$ cat src/rtl/from_serial.sv
// Deserialiser: rebuilds NO_CH words of BW_OUT bits from BW_IN-bit slices, LS slice first.
// Optional FROM_SERIAL_SYNC_EN adds sync_in (slice-0 marker) and err (realignment pulse).
module from_serial #(
  parameter int NO_CH  = 64,
  parameter int BW_IN  = 4,
  parameter int BW_OUT = 16
) (
  input  logic                          clk,
  input  logic                          rst,
  input  logic                          vld_in,
  input  logic [NO_CH-1:0][BW_IN-1:0]   data_in,
`ifdef FROM_SERIAL_SYNC_EN
  input  logic                          sync_in,
  output logic                          err,
`endif
  output logic                          vld_out,
  output logic [NO_CH-1:0][BW_OUT-1:0]  data_out
);

  // Handshake: vld_in qualifies data_in (and sync_in) for exactly one cycle; there is
  // no ready in either direction, so vld_out is a one-cycle pulse the consumer must take.
  localparam int SER_CYC = BW_OUT / BW_IN;
  localparam int CNT_W   = (SER_CYC > 1) ? $clog2(SER_CYC) : 1;
  localparam logic [CNT_W-1:0] LAST = CNT_W'(SER_CYC - 1);

  logic [CNT_W-1:0]             cnt;
  logic [CNT_W-1:0]             slice_idx;
  logic                         word_done;
  logic [NO_CH-1:0][BW_OUT-1:0] full_word;

`ifdef FROM_SERIAL_SYNC_EN
  // A sync mark off slice 0 drops the partial word and restarts at slice 0.
  logic realign;
  assign realign   = vld_in && sync_in && (cnt != '0);
  assign slice_idx = realign ? '0 : cnt;
`else
  assign slice_idx = cnt;
`endif

  assign word_done = vld_in && (slice_idx == LAST);

  generate
    if (SER_CYC == 1) begin : g_single
      assign full_word = data_in;
    end else begin : g_acc
      // Holds the slices received so far in its top bits; each new slice enters at
      // the MSB end so slice k ends up at bits [k*BW_IN +: BW_IN] of the final word.
      logic [NO_CH-1:0][BW_OUT-BW_IN-1:0] acc;

      for (genvar ch = 0; ch < NO_CH; ch++) begin : g_ch
        assign full_word[ch] = {data_in[ch], acc[ch]};
      end

      always_ff @(posedge clk or negedge rst) begin
        if (!rst) begin
          acc <= '0;
        end else if (vld_in) begin
          for (int ch = 0; ch < NO_CH; ch++) begin
            acc[ch] <= full_word[ch][BW_OUT-1:BW_IN];
          end
        end
      end
    end
  endgenerate

  always_ff @(posedge clk or negedge rst) begin
    if (!rst) begin
      cnt      <= '0;
      vld_out  <= 1'b0;
      data_out <= '0;
`ifdef FROM_SERIAL_SYNC_EN
      err      <= 1'b0;
`endif
    end else begin
      vld_out <= word_done;
      if (word_done) begin
        data_out <= full_word;
      end
      if (vld_in) begin
        cnt <= word_done ? '0 : slice_idx + 1'b1;
      end
`ifdef FROM_SERIAL_SYNC_EN
      err <= realign;
`endif
    end
  end

endmodule

$ cat config.mk
export PLATFORM = sky130hd
export DESIGN_NAME = from_serial
export DESIGN_NICKNAME = d
export VERILOG_FILES = /design/src/rtl/from_serial.sv
export SDC_FILE = /design/constraint.sdc
export NUM_CORES = 2
export LEC_CHECK = 0
export ABC_AREA = 1
export CAP_MARGIN = 20
export CORE_AREA = 2 2 502 504
export CTS_CLUSTER_DIAMETER = 80
export DETAILED_ROUTE_END_ITERATION = 16
export DIE_AREA = 0 0 504 506
export DONT_BUFFER_PORTS = 1
export GPL_TIMING_DRIVEN = 0
export SYNTH_ARGS = -nofsm -noshare
export SYNTH_HDL_FRONTEND = slang
export SYNTH_SLANG_ARGS = --single-unit
export TNS_END_PERCENT = 10
$ cat constraint.sdc
create_clock -name clk -period 1.7 [get_ports clk]
set_input_delay 0.34 -clock clk [delete_from_list [all_inputs] [get_ports clk]]
set_output_delay 0.34 -clock clk [all_outputs]
set_load 0.02 [all_outputs]
==> flow_summary.toml <==
[status]
status = "finished, violations left"
violations = "hold timing, setup timing"

[sta]
min_period_ns = 1.81
fin_crit_sh_pct = 107
max_freq_ghz = 0.552
layout_setup_ws_ns = -0.111
slew_viol_final = 0
rsz0062_at_grt = "yes"
tightestPinTransition_ns = 1.06
setup_tns_ns = -21.28
clock_skew_ns = 0.0697
slew-limit-headroom_pct = 29.0
final_hold_viol_count = 200
finalSetupViolCount = 689
hold_ws_ns = -0.605

[power]
power.share.clock_pct = 27.7
power_mw = 158
swShare_pct = 42.2
p_int_mw = 91.2
p_leak_nw = 44.8
peakVddDrop_uv = 1160
power_per_cell_area_mw_per_mm2 = 1830
power_frac_seq_pct = 55.6
combPwrFrac_pct = 16.7
switchingPower_mw = 66.5

[floorplan]
core_area_mm2 = 0.250
row_count = 184
initial_core_util_pct = 27.6
dieWidth_um = 504
ios = 1284
die_area_mm2 = 0.255
die_h_um = 506

[placement]
hpwl_um = 210000
place_area_mm2 = 0.0735
gp_congestion = 0.954
numPortBuffers = 0

[synthesis]
synth_mux_area_share_pct = 0
netlist_area_mm2 = 0.0690
synth_edf_count = 0
synth_common_cells = "nand2_1, dfrtp_1, nand3_1, buf_2, o21ai_0"
yosys.area_share.simple_pct = 29.7
synthCells = 7629
syn_area_per_cell_um2 = 9.05
synth_adder_area_share_pct = 0.0181
syn-num-nets = 7889
ys_top_cells_by_area = "dfrtp_1, nand2_1, nand3_1, buf_2, o21ai_0"
yosys_register_bits = 1795
synth-compound-area-share_pct = 0.928
synth_ff_type = "dfrtp_1"
synth_cell_type_count = 13
synth_top_family_by_area = "simple AND/OR/NAND/NOR gates"
ys_seq_area_share_pct = 65.1
synth_xor_area_share_pct = 0
yosysTopAreaCell = "dfrtp_1"
async_flop_share_pct = 100
yosysTopAreaCellShare_pct = 65.1
yosysMostFrequentCell = "nand2_1"
ys.warnings.count = 0

[setup_path]
cp-start-kind = "flop"
cp_data_required_time_ns = 1.36
cp_max_fo = 2
endpoint_kind = "output pin"
critPathKind = "flop to output pin"
cp.arrival_ns = 1.47

[drt]
antenna_left = 0
firstDrtPassIters = 6
routedWlPerCell_um = 24.6
num_vias = 56000
drcViolationCount = 0
dr.first_iter.drc_count = 5572
vias_per_cell = 4.79
finalWirelength_um = 287000

[worst_hold_path]
hold_class = "input port to async pin"

[clock_network]
cts_hold_buf = 257
clk_pin_slew_worst_paths_ns = 0.06
h-tree-depth = 4
cts_root_buf = "clkbuf_16"
cts_buffers = 197
clk_latency_ns = 0.86
clk_path_buf_depth = 3
cts_sinks = 1795
cts_tree = "yes"

[final_layout]
nFillCells = 25600
nets = 8413
utilization_pct = 34.4
fin_area_mm2 = 0.0860
area_growth_pct = 24.6
drive_above_1_share_pct = 13.9

[global_route]
grt_pass1_wl_um = 404000
grt_pass1_vias = 54800
antenna_found_initial = 46
grt_max_degree = 210
gr-total-overflow = 0
track_usage_pct = 21.6

[flow_run]
maxCapViolCount = 0
[flip-flops by register name, summed over array words and instances, names as in the netlist]
register / cells
full_word: 768
cnt: 2
vld_out: 1
data_out: 1024
[cell families (layout without fill, tap and decap cells)]
logic type	Yosys count	in the layout
fa+ha+maj	1	1
flops	1795	1795
buf+inv	577	1260
other cells	0	27
compound gates	128	128
simple gates	5128	5128
[worst paths after layout]
check / end / slack [ns] / startpoint / depth (start not counted)
min: full_word[848] / -0.61 / rst / 1
max: data_out[912] / -0.11 / data_out[912] / 0
max reg2reg: data_out[298] / -0.11 / cnt[0] / 8
min reg2reg: full_word[755] / 0.47 / full_word[759] / 2
max in group asynchronous: data_out[607] / 0.18 / rst / 4
min in group clk: full_word[824] / 0.16 / data_in[204] / 3
[through the flow]
step                std cells  setup slack (ns)
floorplan                7629             0.295
global route            11700            -0.222
global placement        11000             -2.16
CTS                     11600            -0.235
finish                  11700            -0.111
detailed placement      11000             -2.63
[routing by layer]
metal  up-vias  wire [µm]  global-route usage, %
li1      25000          -                      -
met1     28000     113000                   26.2
met2      2445     130000                   33.6
met3       467      33100                   9.53
met4         6      11400                   8.41
met5         -         41                      0
[power by group through the flow]
stage	combinational [mW]	sequential, mW	clock [mW]
2_1_floorplan	15.2	76.9	0
3_3_place_gp	20.3	87.4	0
3_5_place_dp	22.0	87.5	0
4_1_cts	24.4	87.5	44.5
5_1_grt	30.0	89.1	46.3
6_report	26.3	87.6	43.7
[cell type report]
type | count | area [µm²] | share of cell area [%]
multi-input combinational | 5257 | 21600 | 25.1
clock buffer | 279 | 5600 | 6.51
buffer | 508 | 3900 | 4.53
inverter | 66 | 248 | 0.288
clock inverter | 79 | 1040 | 1.20
sequential | 1795 | 45200 | 52.6
tap | 3348 | 4190 | 4.87
antenna | 27 | 67.6 | 0.0786
timing repair buffer | 328 | 4170 | 4.85
[timing repair]
item / CTS / global route
hold endpoints to repair: 794 / 200
pin swaps: 2 / 30
endpoints found under the setup margin: 3184 / 2532
resized for setup: 419 / 347
setup buffers: 10 / 12
cloned: 11 / 27
[cells in the final DEF (no fill, tap or decap), types with 14 or more instances in the layout]
cell / netlist / final
buf_12: 0 / 39
buf_16: 0 / 16
buf_2: 376 / 243
buf_4: 69 / 117
buf_6: 4 / 64
buf_8: 0 / 14
clkbuf_1: 57 / 62
clkbuf_16: 0 / 226
clkbuf_2: 0 / 15
clkbuf_4: 0 / 17
clkbuf_8: 0 / 38
clkinv_2: 0 / 29
dfrtp_1: 1795 / 1602
dfrtp_2: 0 / 176
dfrtp_4: 0 / 17
diode_2: 0 / 27
dlygate4sd3_1: 0 / 257
inv_1: 66 / 66
nand2_1: 4102 / 4057
nand2_2: 1 / 33
nand3_1: 1024 / 987
nand3_2: 0 / 34
o21ai_0: 128 / 128
No activity file was read; power rests on OpenSTA's default activity.
